--- src/rtl/board_display_reader_if.sv ---
// Bus between the board display reader, the controller read port and the tile memory.
// The master side is the controller/display environment, and the slave side is the reader.
interface board_display_reader_if #(
  parameter int VAL_W      = 21,
  parameter int EXP_W      = 5,
  parameter int BCD_DIGITS = 7
);
  logic                    start;
  logic [VAL_W-1:0]        score;
  logic [3:0]              cell_addr;
  logic [VAL_W-1:0]        cell_value;
  logic                    wr_en;
  logic [3:0]              wr_addr;
  logic [EXP_W-1:0]        wr_data;
  logic [4*BCD_DIGITS-1:0] score_bcd;
  logic                    busy;
  logic                    done;
  logic                    err;

  modport master (
    output start, score, cell_value,
    input  cell_addr, wr_en, wr_addr, wr_data, score_bcd, busy, done, err
  );

  modport slave (
    input  start, score, cell_value,
    output cell_addr, wr_en, wr_addr, wr_data, score_bcd, busy, done, err
  );
endinterface

--- src/rtl/board_display_reader.sv ---
// Refresh engine: scans 16 board cells into log2 tile codes for the tile memory,
// then converts the sampled score to packed BCD with a serial double-dabble.
module board_display_reader #(
  parameter int VAL_W      = 21,
  parameter int EXP_W      = 5,
  parameter int BCD_DIGITS = 7,
  parameter int NUM_CELLS  = 16
) (
  input  logic clk,
  input  logic rst,
  board_display_reader_if.slave bus
);
  localparam int BCD_W  = 4 * BCD_DIGITS;
  localparam int ITER_W = $clog2(VAL_W);

  typedef enum logic [1:0] {IDLE, SCAN, BCD, DONE} state_t;

  state_t              state, state_nxt;
  logic [3:0]          cell_addr;
  logic [VAL_W-1:0]    bin;
  logic [BCD_W-1:0]    bcd;
  logic [ITER_W-1:0]   iter;
  logic                wr_en;
  logic [3:0]          wr_addr;
  logic [EXP_W-1:0]    wr_data;
  logic [BCD_W-1:0]    score_bcd;
  logic                err;
  logic [EXP_W-1:0]    code;
  logic [BCD_W+VAL_W-1:0] shift_nxt;

  // Zero maps to 0, 2^k to k, anything else is illegal and maps to all-ones.
  function automatic logic [EXP_W-1:0] exp_code(input logic [VAL_W-1:0] v);
    logic [EXP_W-1:0] c;
    c = (v == '0) ? '0 : '1;
    for (int k = 1; k < VAL_W; k++)
      if (v == (VAL_W'(1) << k)) c = EXP_W'(k);
    return c;
  endfunction

  function automatic logic [BCD_W-1:0] add3(input logic [BCD_W-1:0] v);
    logic [BCD_W-1:0] r;
    r = v;
    for (int i = 0; i < BCD_DIGITS; i++)
      if (v[4*i +: 4] >= 4'd5) r[4*i +: 4] = v[4*i +: 4] + 4'd3;
    return r;
  endfunction

  assign code      = exp_code(bus.cell_value);
  assign shift_nxt = {add3(bcd), bin} << 1;

  always_ff @(posedge clk) begin
    if (rst) state <= IDLE;
    else     state <= state_nxt;
  end

  always_comb begin
    state_nxt = state;
    bus.busy  = 1'b1;
    bus.done  = 1'b0;
    case (state)
      IDLE: begin
        bus.busy = 1'b0;
        if (bus.start) state_nxt = SCAN;
      end
      SCAN: if (cell_addr == 4'(NUM_CELLS - 1)) state_nxt = BCD;
      BCD:  if (iter == ITER_W'(VAL_W - 1)) state_nxt = DONE;
      DONE: begin
        bus.done  = 1'b1;
        state_nxt = IDLE;
      end
      default: state_nxt = IDLE;
    endcase
  end

  always_ff @(posedge clk) begin
    if (rst) begin
      cell_addr <= '0;
      bin       <= '0;
      bcd       <= '0;
      iter      <= '0;
      wr_en     <= 1'b0;
      wr_addr   <= '0;
      wr_data   <= '0;
      score_bcd <= '0;
      err       <= 1'b0;
    end else begin
      wr_en <= (state == SCAN);
      case (state)
        IDLE: if (bus.start) begin
          bin       <= bus.score;
          bcd       <= '0;
          iter      <= '0;
          cell_addr <= '0;
        end
        SCAN: begin
          wr_addr   <= cell_addr;
          wr_data   <= code;
          cell_addr <= (cell_addr == 4'(NUM_CELLS - 1)) ? 4'd0 : cell_addr + 4'd1;
          if (code == '1) err <= 1'b1;
        end
        BCD: begin
          bcd  <= shift_nxt[BCD_W+VAL_W-1 -: BCD_W];
          bin  <= shift_nxt[VAL_W-1:0];
          iter <= iter + 1'b1;
          // The final iteration's result goes straight out so it is valid alongside done.
          if (iter == ITER_W'(VAL_W - 1)) score_bcd <= shift_nxt[BCD_W+VAL_W-1 -: BCD_W];
        end
        default: ;
      endcase
    end
  end

  assign bus.cell_addr = cell_addr;
  assign bus.wr_en     = wr_en;
  assign bus.wr_addr   = wr_addr;
  assign bus.wr_data   = wr_data;
  assign bus.score_bcd = score_bcd;
  assign bus.err       = err;
endmodule

--- src/flat_wrapper.sv ---
// flat-port wrapper written by rule: the top's interface ports become plain ports
module board_display_reader_flat 
#(
  parameter int VAL_W      = 21,
  parameter int EXP_W      = 5,
  parameter int BCD_DIGITS = 7,
  parameter int NUM_CELLS  = 16
)
  (clk, rst, bus_start, bus_score, bus_cell_value, bus_cell_addr, bus_wr_en, bus_wr_addr, bus_wr_data, bus_score_bcd, bus_busy, bus_done, bus_err);
  board_display_reader_if #(.VAL_W(VAL_W), .EXP_W(EXP_W), .BCD_DIGITS(BCD_DIGITS)) bus_i ();
  input  logic clk;
  input  logic rst;
  input wire logic [$bits(bus_i.start)-1:0] bus_start;
  input wire logic [$bits(bus_i.score)-1:0] bus_score;
  input wire logic [$bits(bus_i.cell_value)-1:0] bus_cell_value;
  output wire logic [$bits(bus_i.cell_addr)-1:0] bus_cell_addr;
  output wire logic [$bits(bus_i.wr_en)-1:0] bus_wr_en;
  output wire logic [$bits(bus_i.wr_addr)-1:0] bus_wr_addr;
  output wire logic [$bits(bus_i.wr_data)-1:0] bus_wr_data;
  output wire logic [$bits(bus_i.score_bcd)-1:0] bus_score_bcd;
  output wire logic [$bits(bus_i.busy)-1:0] bus_busy;
  output wire logic [$bits(bus_i.done)-1:0] bus_done;
  output wire logic [$bits(bus_i.err)-1:0] bus_err;
  assign bus_i.start = bus_start;
  assign bus_i.score = bus_score;
  assign bus_i.cell_value = bus_cell_value;
  assign bus_cell_addr = bus_i.cell_addr;
  assign bus_wr_en = bus_i.wr_en;
  assign bus_wr_addr = bus_i.wr_addr;
  assign bus_wr_data = bus_i.wr_data;
  assign bus_score_bcd = bus_i.score_bcd;
  assign bus_busy = bus_i.busy;
  assign bus_done = bus_i.done;
  assign bus_err = bus_i.err;
  board_display_reader #(.VAL_W(VAL_W), .EXP_W(EXP_W), .BCD_DIGITS(BCD_DIGITS), .NUM_CELLS(NUM_CELLS)) u_core (.clk(clk), .rst(rst), .bus(bus_i));
endmodule
--- config.mk ---
export PLATFORM = sky130hd
export DESIGN_NAME = board_display_reader_flat
export DESIGN_NICKNAME = d
export VERILOG_FILES = /design/src/rtl/board_display_reader_if.sv /design/src/rtl/board_display_reader.sv /design/src/flat_wrapper.sv
export SDC_FILE = /design/constraint.sdc
export NUM_CORES = 1
export LEC_CHECK = 0
export ABC_AREA = 1
export BUFFER_PORTS_ARGS = -buffer_cell sky130_fd_sc_hd__clkbuf_2
export CORE_MARGIN = 8
export CORE_UTILIZATION = 51
export CTS_BUF_LIST = sky130_fd_sc_hd__clkbuf_16
export DETAILED_ROUTE_END_ITERATION = 6
export PLACE_DENSITY_LB_ADDON = 0.25
export SYNTH_ARGS = -nofsm -noshare
export SYNTH_HDL_FRONTEND = slang
export SYNTH_SLANG_ARGS = --single-unit
--- constraint.sdc ---
create_clock -name clk -period 1.7 [get_ports clk]
set_clock_uncertainty 0.1 [all_clocks]
set_input_delay 0.17 -clock clk [delete_from_list [all_inputs] [get_ports clk]]
set_output_delay 0.17 -clock clk [all_outputs]
set_load 0.02 [all_outputs]
After elaboration in Yosys (flattened, before gate mapping) --
Index checks and enable logic that the tools add are counted.
Storage, ports and cells: bits in registers 99, output and inout port bits 45
Operators by class: add/sub/neg operators 9, $lt $le $gt $ge 7, eq/ne operators 29, muxes and demuxes 43, reduce and logical (&&, ||, !) cells 9
Operators by type and width (number):
- 5-bit 2-to-1 mux | 22
- 28-bit one-hot mux with 2 select lines | 1
- 21-bit one-hot mux with 2 select lines | 1
- 4-bit 2-to-1 mux | 8
- 4-bit by 3-bit >= comparator with 1-bit output, second input constant | 7
- 28-bit 2-to-1 mux | 1
- 4-bit by 2-bit adder with 4-bit output, second input constant | 6
- 21-bit by 10-bit == test with 1-bit output, second input constant | 1
- 21-bit by 11-bit == test with 1-bit output, second input constant | 1
- 21-bit by 12-bit == test with 1-bit output, second input constant | 1
- 21-bit by 13-bit == test with 1-bit output, second input constant | 1
- 21-bit by 14-bit == test with 1-bit output, second input constant | 1
- 21-bit by 15-bit == test with 1-bit output, second input constant | 1
- 21-bit by 16-bit == test with 1-bit output, second input constant | 1
- 21-bit by 17-bit == test with 1-bit output, second input constant | 1
- 21-bit by 18-bit == test with 1-bit output, second input constant | 1
- 21-bit by 19-bit == test with 1-bit output, second input constant | 1
- 21-bit by 2-bit == test with 1-bit output, second input constant | 1
- 21-bit by 20-bit == test with 1-bit output, second input constant | 1
- 21-bit == test, second input constant | 1
- 21-bit by 3-bit == test with 1-bit output, second input constant | 1
- 21-bit by 4-bit == test with 1-bit output, second input constant | 1
- 21-bit by 5-bit == test with 1-bit output, second input constant | 1
- 21-bit by 6-bit == test with 1-bit output, second input constant | 1
- other kinds (24) | 34

Longest topological paths before layout --
Gate-level depths: netlist of run 1.
depth in word-level cells 24, mapped depth 12, depth with buffers taken out 12

Least setup slack after synthesis of run 1 --
No wires, ideal clock.
path kind register to register, start point reg u_core.state[0], end point reg u_core.bin[1], arrival 1.642 ns, required time 1.526 ns, path slack -0.116 ns, stages on the path, launching flop included 12, path through dfxtp_1 inv_1 ha_1 inv_1 nor2_1 nor2_2 nor2_2 inv_2 buf_4 buf_4 o21ai_1 a31oi_1
On the way: longest elaborated chain between the ends 3, elaborated cells on any way between the ends 6, those cells by class eq/ne: 2; mux: 1; reduce/logical: 3
RTL lines:
- start: declaration | RTL line board_display_reader.sv:18 | state_t state, state_nxt;
- start signal: assignment | RTL line board_display_reader.sv:53 | else state <= state_nxt;
- 2-bit == test / 2-bit zero test (equally long branches) | RTL line board_display_reader.sv:88 | case (state)
- 2-bit nonzero test (no source line) / 2-bit inequality test (equally long branches)
- 2-bit AND reduction (no source line)
- end signal: assignment | RTL line board_display_reader.sv:90 | bin <= bus.score;
- end signal: assignment | RTL line board_display_reader.sv:103 | bin <= shift_nxt[VAL_W-1:0];
- end: declaration | RTL line board_display_reader.sv:20 | logic [VAL_W-1:0] bin;
Several ways; a longest one is shown, not always the timed one. A chain may end at the register's enable or synchronous reset.

Worst setup path in the final report of run 1 --
start point reg u_core.state[0], end point reg u_core.iter[4]
On the way: longest elaborated chain between the ends 3, elaborated cells on any way between the ends 6, those cells by class eq/ne: 2; mux: 1; reduce/logical: 3
RTL lines:
- 2-bit == test / 2-bit zero test (equally long branches) | RTL line board_display_reader.sv:88
- 2-bit nonzero test (no source line) / 2-bit inequality test (equally long branches)
- 2-bit AND reduction (no source line)
- end signal: assignment | RTL line board_display_reader.sv:104 | iter <= iter + 1'b1;
- end: declaration | RTL line board_display_reader.sv:22 | logic [ITER_W-1:0] iter;
Several ways; a longest one is shown, not always the timed one.

==> run metrics, run 1 <==
status=finished, violations left; violated checks=negative setup slack; Final Wtd Congestion=0.812; first-pass GRT wire length=22000 um; Slew Limit Fails=0; Worst EP required=1810 ps; leakage=2.91 nW; Startpoint Class=flip-flop; minimum clock period=1720 ps; worst hold path type=in2reg; Yosys Warn Count=0; MaxCap Viol Count=0; CP arrival=1830 ps; DP Wirelength=9160 um; Distinct cells, synth=40; num rows=36; sequential share of the synthesized area=0.397; Setup crit end kind=flip-flop; CTS tree=built; Avg Inst Size Synth=7.24 sq um; first drt pass iteration count=5; Netlist Area Pre-Place=0.00500 sq mm; Commonest cells post-synth=nand2_1 (113), dfxtp_1 (99), nor2_1 (93); area of the core=0.00964 sq mm; GRT Total Usage=0.199; final WL=13400 um; Clock Tree Root=clkbuf_16; Inserted Diodes=0; antenna violations before repair=0; remaining antenna violation count=0; Primary FF master, synth=dfxtp_1; die area=0.0132 sq mm; Placed Area=0.00583 sq mm; fillers=837; DIE WIDTH=115 um; clock buffer count from CTS=9; DRC Markers=0; total gr overflow=0; Max Root-Sink Buffers=2; pwr dens=1110 mW/mm^2; I/O Buffers=89; Setup Crit Path Kind=reg2reg; clk sinks=99; maximum fanout along the worst path=3; area grow syn2layout=31.6%; Async SR Flop Fraction=0; most common cell in the netlist=nand2_1; slew at the pin closest to its max-slew limit=569 ps; initial core utilization=0.518; multi-input logic area=0.00279 sq mm; chip height=115 um; H-tree levels=3; setup ws final=-22.6 ps; I/O Pins=90; Post-synth EDFFs=0; unrepaired setup endpoints after global routing=true; pin count of the biggest net entering global routing=40; area leader, netlist=dfxtp_1; Final Cell Area=0.00658 sq mm; storage element area=0.00199 sq mm; vias in the first global route=5033; Worst-path clk slew=70 ps; vias per cell=5.23; Nets=891; hold violation total from the final report=0; DR WL/cell=14.0 um; share of the synthesized area in the top cell type=0.397; part of the cycle the worst path needs=1.01; synth top area cells=dfxtp_1 (40%), nand2_1 (8.5%), a21oi_1 (7.6%); layout cells sized above 1=0.288; DR iter-0 viols=292; Skew-Pair Late Insertion Delay=340 ps; Slew headroom=0.617; Synth Net Count=756; Peak VDD IR=0.000603 V; via count=5029; final setup violation count=1; WHS=26.2 ps; fmax=581 MHz; Cells after Synth=690; Yosys reg bits=99
[cell families after synthesis]
kind of cell,share of synthesized area
AOI/OAI and AO/OA,0.199
adders and majority gates,0.0526
xor gates and xnor gates,0.0228
buffers and inverters,0.0809
DFF,0.397
and+or+nand+nor,0.248
[layout by cell type, fill, tap and decap left out, types with 9 or more instances in the layout]
cell           Yosys  layout
a21oi_1           76      72
a31oi_1           20      20
buf_4              4      42
clkbuf_16          0       9
clkbuf_2           0      89
dfxtp_1           99      90
dfxtp_2            0       9
dlygate4sd3_1      0      20
ha_1              21      18
inv_1             66      54
inv_2              3      13
nand2_1          113     111
nand3_1           13      13
nor2_1            93      82
nor2_2             9      10
nor2_4             5      15
o21ai_0           57      45
o21ai_1           17      23
xor2_1            13      10
[flip-flops by register name (all words and copies together), names as in the netlist]
name and flops:
u_core.bcd 28, u_core.bus.score_bcd 28, u_core.bin 21, u_core.bus.wr_data 5, u_core.iter 5, u_core.bus.cell_addr 4
u_core.bus.wr_addr 4, u_core.state 2, u_core.bus.err 1, u_core.bus.wr_en 1
[report_power, final]
part / switching, W / internal, W
registers: 0.000200 / 0.00264
clock network: 0.000847 / 0.00142
logic: 0.00139 / 0.000813
[area by class of cell]
type                            count  area share
Clock buffer                        9      0.0342
Clock inverter                      6      0.0160
Inverter                           71      0.0420
Multi-Input combinational cell    490       0.424
Sequential cell                    99       0.303
Tap cell                          133      0.0253
Timing Repair Buffer              154       0.155
[critical path, stage by stage (launching register included)]
cell	delay, ps
dfxtp_2	370
inv_4	60
ha_4	180
inv_4	70
nor2_4	40
nor2_4	140
nor2_4	70
inv_2	90
nand2_2	70
nor2_4	130
nand2_2	70
nor2_2	140
nor3b_2	60
[worst paths after layout]
path	startpoint	depth (start not counted)	endpoint	slack [ps]
hold reg to reg	u_core.bin[0]	2	u_core.bin[0]	370
hold / removal	bus_score[0]	3	u_core.bin[0]	30
setup reg to reg	u_core.state[0]	12	u_core.iter[4]	-20
setup / recovery	u_core.state[0]	12	u_core.iter[4]	-20
[per-layer routing]
metal	global-route usage	wire length, um	vias to the layer above
li1	-	-	2547
met4	0.0893	306	0
met3	0.0404	606	27
met1	0.214	5680	2333
met2	0.368	6840	122
met5	0	0	-
[through the flow]
step	power, W	TNS, ps	worst slack [ps]	instances	util
finish	0.00731	-22.6	-22.6	962	0.683
global placement	0.00477	0	27.7	923	0.605
floorplan	0.00418	0	16.8	690	-
CTS	0.00718	-5.16	-5.16	958	0.663
detailed placement	0.00485	-470	-83.5	923	0.605
global route	0.00767	-956	-98.7	962	0.683
[repair_timing]
action	CTS	global route
hold buffers	20	0
setup endpoints to repair	25	71
endpoints found under the hold margin	20	0
pin swaps	0	14
buffers inserted	0	4
resized for setup	11	62
(Power assumes the default switching activity.)
==> run 2, diff against run 1 <==
- BUFFER_PORTS_ARGS: -buffer_cell sky130_fd_sc_hd__clkbuf_2 -> not set
- CORE_UTILIZATION: 51 -> 55
- DONT_BUFFER_PORTS: not set -> 1
- REMOVE_ABC_BUFFERS: not set -> 1
==> run 2 against run 1 <==
Effect of this change: the flow now finishes without violations; combinational power down 10%; maximum frequency grew 1.8%; clock-buffer cell count unchanged; cell count down 11%; sequential share of layout area rose by 1.7 points; clock power down 8%; register-to-register slack gained 30 ps; worst setup slack better by 30 ps; first-iteration DRC count decreased by 27%; largest cell class unchanged; sequential power rose by 5%; design area fell by 5.3%; total power fell by 3.8%.
==> run metrics, run 2 (same netlist as run 1, synthesis figures left out) <==
layout cells sized above 1=0.231 (was 0.288); CP arrival=1820 ps (was 1830 ps); Startpoint Class=flip-flop (unchanged); minimum clock period=1690 ps (was 1720 ps); Clock Tree Root=clkbuf_16 (unchanged); setup ws final=7.78 ps (was -22.6 ps); DR WL/cell=15.1 um (was 14.0 um); area of the core=0.00876 sq mm (was 0.00964 sq mm); Setup crit end kind=flip-flop (unchanged); GRT Total Usage=0.195 (was 0.199); unrepaired setup endpoints after global routing=true (unchanged); clock buffer count from CTS=9 (unchanged); most frequent cells in the layout=nand2_1 (110), dfxtp_1 (90), nor2_1 (79) (was nand2_1 (111), dfxtp_1 (90), clkbuf_2 (89)); status=finished clean (was finished, violations left); Worst EP required=1830 ps (was 1810 ps); final WL=12900 um (was 13400 um); fmax=591 MHz (was 581 MHz); commonest non-fill, non-tap cell in the layout=nand2_1 (unchanged); dpl ws=-111 ps (was -83.5 ps); slew at the pin closest to its max-slew limit=426 ps (was 569 ps); Slew headroom=0.714 (was 0.617); H-tree levels=3 (unchanged); vias in the first global route=4471 (was 5033); CTS tree=built (unchanged); pin count of the biggest net entering global routing=41 (was 40); DIE WIDTH=111 um (was 115 um); Max Root-Sink Buffers=2 (unchanged); Setup Crit Path Kind=reg2reg (unchanged); slowest CP cell=dfxtp_2 (unchanged); Nets=806 (was 891); storage element area=0.00200 sq mm (was 0.00199 sq mm); CP peak stage delay=340 ps (was 370 ps); area grow syn2layout=24.7% (was 31.6%); via count=4728 (was 5029); I/O Buffers=0 (was 89); part of the cycle the worst path needs=0.995 (was 1.01); fillers=706 (was 837); Peak VDD IR=0.000919 V (was 0.000603 V); antenna violations before repair=0 (unchanged); num rows=34 (was 36); maximum fanout along the worst path=4 (was 3); chip height=111 um (was 115 um); Inserted Diodes=0 (unchanged); Skew-Pair Late Insertion Delay=340 ps (about the same); DP Wirelength=8350 um (was 9160 um); total gr overflow=0 (unchanged); Placed Area=0.00536 sq mm (was 0.00583 sq mm); MaxCap Viol Count=0 (unchanged); pwr dens=1130 mW/mm^2 (was 1110 mW/mm^2); final setup violation count=0 (was 1); first drt pass iteration count=5 (unchanged); Worst-path clk slew=80 ps (was 70 ps); DR iter-0 viols=213 (was 292); clk sinks=99 (unchanged); total power=0.00703 W (was 0.00731 W); Setup TNS Final=0 ps (was -22.6 ps); largest registers=u_core.bcd x28, u_core.bus.score_bcd x28, u_core.bin x21 (unchanged); Critical Path, Cell by Cell=inv_2 > ha_1 > inv_1 > o21ai_0 > inv_1 > nor2_4 > nor2_1 > a21oi_1 > or2_4 > a21oi_1 (was inv_4 > ha_4 > inv_4 > nor2_4 > nor2_4 > nor2_4 > inv_2 > nand2_2 > nor2_4 > nand2_2 > nor2_2 > nor3b_2); Final Cell Area=0.00623 sq mm (was 0.00658 sq mm); remaining antenna violation count=0 (unchanged); hold violation total from the final report=0 (unchanged); I/O Pins=90 (unchanged); worst hold path type=in2reg (unchanged); first-pass GRT wire length=20700 um (was 22000 um); initial core utilization=0.570 (was 0.518); DRC Markers=0 (unchanged); Slew Limit Fails=0 (unchanged); multi-input logic area=0.00288 sq mm (was 0.00279 sq mm); leakage=2.56 nW (was 2.91 nW); die area=0.0124 sq mm (was 0.0132 sq mm); Final Wtd Congestion=0.822 (was 0.812); vias per cell=5.55 (was 5.23)
[run 2: power by group]
| group | internal (W) | switching (W) |
|---|---|---|
| sequential | 0.00264 | 0.000325 |
| clock | 0.00115 | 0.000929 |
| combinational | 0.000763 | 0.00122 |
| total | 0.00456 | 0.00247 |
[run 2: worst max-delay path: cells and delay by family (launching register included)]
kind,cells,cell delay (ps)
AO/OA/AOI/OAI,3,400
AND/OR/NAND/NOR,3,370
flip-flops,1,340
buffers and inverters,3,210
adder cells (fa/ha/maj),1,140
[run 2: stage by stage]
stage | std cells | hold slack (ps) | utilization
CTS | 850 | -2.64 | 0.682
global placement | 811 | 147 | 0.612
finish | 852 | 6.30 | 0.711
floorplan | 660 | 139 | -
detailed placement | 811 | 150 | 0.612
global route | 852 | 11.8 | 0.711
[run 2: what timing repair did]
| item | in CTS | in global routing |
|---|---|---|
| gates resized for setup | 26 | 81 |
| pin swaps | 9 | 22 |
| setup buffers | 2 | 2 |
| setup endpoints to repair | 35 | 67 |
| hold buffers | 22 | 0 |
| endpoints found under the hold margin | 59 | 0 |
[run 2: final cells by class]
class	count	area share
clock buffers	9	0.0361
clock inverters	6	0.0116
inverters	71	0.0450
multi-input cells	490	0.461
flip-flops and latches	99	0.320
well taps	108	0.0217
repair buffers	69	0.104
[run 2: final timing paths]
check / start / to / slack (ps) / cells after the start
max: u_core.bcd[16] / u_core.bcd[18] / 8 / 10
min: rst / u_core.bcd[14] / 6 / 2
max reg2reg: u_core.bcd[16] / u_core.bcd[18] / 8 / 10
min reg2reg: u_core.bin[18] / u_core.bin[19] / 370 / 2
[run 2: per-layer routing]
layer | wire length [um] | up-vias | global-route usage
li1 | - | 2378 | -
met5 | 0 | - | 0
met2 | 6490 | 142 | 0.334
met4 | 216 | 0 | 0.0702
met1 | 5280 | 2186 | 0.226
met3 | 880 | 22 | 0.0536
==> run 3, diff against run 2 <==
- CORE_UTILIZATION: 55 -> 57
==> run 3 against run 2 <==
Effect of this change: the run now ends with negative setup slack left; critical path type unchanged; wire length increased by 8.0%; worst setup slack got worse by 70 ps; maximum frequency is 4.0% lower; critical path depth grew 2; hold slack gained 6.7 ps.
==> run metrics, run 3 (same netlist as run 1, synthesis figures left out) <==
largest registers=u_core.bcd x28, u_core.bus.score_bcd x28, u_core.bin x21 (unchanged); DP Cell Count=822 (was 811); Setup Crit Path Kind=reg2reg (unchanged); Peak VDD IR=0.00106 V (was 0.000919 V); Clk network pwr share=0.269 (was 0.296); r2r startpoint=u_core.state[0] (was u_core.bcd[16]); DRC Markers=0 (unchanged); worst hold path type=in2reg (unchanged); die area=0.0120 sq mm (was 0.0124 sq mm); Skew-Pair Late Insertion Delay=350 ps (was 340 ps); final WL=13900 um (was 12900 um); MaxCap Viol Count=0 (unchanged); via count=4910 (was 4728); I/O Pins=90 (unchanged); hold worst-path end=u_core.bcd[8] (was u_core.bcd[14]); Nets=823 (was 806); hold violation total from the final report=0 (unchanged); slew at the pin closest to its max-slew limit=401 ps (was 426 ps); num rows=34 (unchanged); most frequent cells in the layout=nand2_1 (111), dfxtp_1 (89), nor2_1 (82) (was nand2_1 (110), dfxtp_1 (90), nor2_1 (79)); Reg power frac=0.396 (was 0.422); initial core utilization=0.582 (was 0.570); Worst path top cell family by delay=simple AND/OR/NAND/NOR gates (was compound AO/OA/AOI/OAI gates); status=finished, violations left (was finished clean); minimum clock period=1760 ps (was 1690 ps); layout cells sized above 1=0.245 (was 0.231); CP peak stage delay=330 ps (was 340 ps); part of the cycle the worst path needs=1.04 (was 0.995); Cell Count, Final, Fillers Out=870 (was 852); worst r2r dst=u_core.iter[4] (was u_core.bcd[18]); Critical Path, Cell by Cell=inv_2 > ha_4 > inv_4 > nor2_4 > nor2_4 > nor2_4 > clkinv_4 > nand2_2 > nor2_2 > nand2_1 > nand2_1 > nor3b_1 (was inv_2 > ha_1 > inv_1 > o21ai_0 > inv_1 > nor2_4 > nor2_1 > a21oi_1 > or2_4 > a21oi_1); violated checks=negative setup slack; DR WL/cell=16.0 um (was 15.1 um); WP buf/inv=3 (unchanged); area of the core=0.00859 sq mm (was 0.00876 sq mm); slowest CP cell=dfxtp_2 (unchanged); Startpoint Class=flip-flop (unchanged); CP most frequent cell=nor2_4; chip height=110 um (was 111 um); maximum fanout along the worst path=5 (was 4); Comb power frac=0.336 (was 0.282); clock buffer count from CTS=9 (unchanged); CTS tree=built (unchanged); WHS=13.0 ps (was 6.30 ps); R2R depth=12 (was 10); Worst-path clk slew=70 ps (was 80 ps); WHS Path Cells=2 (unchanged); commonest non-fill, non-tap cell in the layout=nand2_1 (unchanged); DIE WIDTH=110 um (was 111 um); first-pass GRT wire length=21200 um (was 20700 um); Internal Power=0.00489 W (was 0.00456 W); Switching Power=0.00266 W (was 0.00247 W); Max Root-Sink Buffers=2 (unchanged); first drt pass iteration count=5 (unchanged); Clock Tree Root=clkbuf_16 (unchanged); vias per cell=5.64 (was 5.55); area grow syn2layout=27.5% (was 24.7%); Slew headroom=0.730 (was 0.714); total power=0.00755 W (was 0.00703 W); pwr dens=1190 mW/mm^2 (was 1130 mW/mm^2); Slew Limit Fails=0 (unchanged); Setup TNS Final=-164 ps (was 0 ps); fmax=567 MHz (was 591 MHz); leakage=2.65 nW (was 2.56 nW); GRT Total Usage=0.217 (was 0.195); fillers=638 (was 706); Final Cell Area=0.00637 sq mm (was 0.00623 sq mm); antenna violations before repair=0 (unchanged); vias in the first global route=4704 (was 4471); DR iter-0 viols=329 (was 213); flop2flop setup slack=-60 ps (was 8 ps); final setup violation count=8 (was 0); Setup crit end kind=flip-flop (unchanged); CP arrival=1880 ps (was 1820 ps); clk sinks=99 (unchanged); Placed Area=0.00546 sq mm (was 0.00536 sq mm); H-tree levels=3 (unchanged); total gr overflow=0 (unchanged); I/O Buffers=0 (unchanged); DP Wirelength=8790 um (was 8350 um); Inserted Diodes=0 (unchanged); Hold Startpoint=rst (unchanged); setup ws final=-62.3 ps (was 7.78 ps); Final Wtd Congestion=0.872 (was 0.822); remaining antenna violation count=0 (unchanged); pin count of the biggest net entering global routing=40 (was 41); sw frac=0.352 (about the same); Worst EP required=1820 ps (was 1830 ps); unrepaired setup endpoints after global routing=true (unchanged)
==> run 3: worst max-delay path by stage <==
| stage | cells past startpoint | startpoint | end | slack (ps) |
|---|---|---|---|---|
| 2_1_floorplan | 11 | u_core.state[0] | u_core.iter[4] | -1500 |
| 3_3_place_gp | 11 | u_core.state[1] | u_core.state[1] | -1 |
| 3_5_place_dp | 9 | u_core.bcd[20] | u_core.bcd[22] | -110 |
| 4_1_cts | 9 | u_core.bcd[20] | u_core.bcd[22] | 2 |
| 5_1_grt | 12 | u_core.state[0] | u_core.iter[4] | -130 |
| 6_report | 12 | u_core.state[0] | u_core.iter[4] | -60 |
==> run 3: metal layers <==
metal  up-vias  GRT usage  routed length [um]
met5         -          0                   0
met3        36     0.0633                 979
met4         0     0.0800                 279
li1       2407          -                   -
met1      2325      0.253                5640
met2       142      0.371                6990
==> run 3: cell type report <==
type | count | area [sq um] | area share
Multi-Input combinational cell | 490 | 2850 | 0.448
Sequential cell | 99 | 2000 | 0.314
Timing Repair Buffer | 86 | 808 | 0.127
Inverter | 71 | 284 | 0.0446
Clock buffer | 9 | 225 | 0.0353
Tap cell | 108 | 135 | 0.0212
Clock inverter | 7 | 67.6 | 0.0106
==> run 3: what timing repair did <==
action,in CTS,in global routing
cloned,0,1
setup endpoints to repair,57,76
setup buffers,1,8
endpoints found under the hold margin,59,0
hold buffers,23,0
pin swaps,2,16
gates resized for setup,23,86
==> run 3: power groups by stage <==
stage | clock [W] | combinational (W) | sequential (W)
after floorplan | 0 | 0.00102 | 0.00296
after global placement | 0 | 0.00185 | 0.00298
after detailed placement | 0 | 0.00192 | 0.00299
after CTS | 0.00204 | 0.00209 | 0.00294
after global routing | 0.00213 | 0.00273 | 0.00303
final | 0.00203 | 0.00254 | 0.00299
==> run 3: stage by stage <==
stage	worst slack (ps)	utilization
CTS	2.19	0.705
global placement	-1.02	0.635
floorplan	-1500	-
finish	-62.3	0.741
global route	-130	0.741
detailed placement	-113	0.635
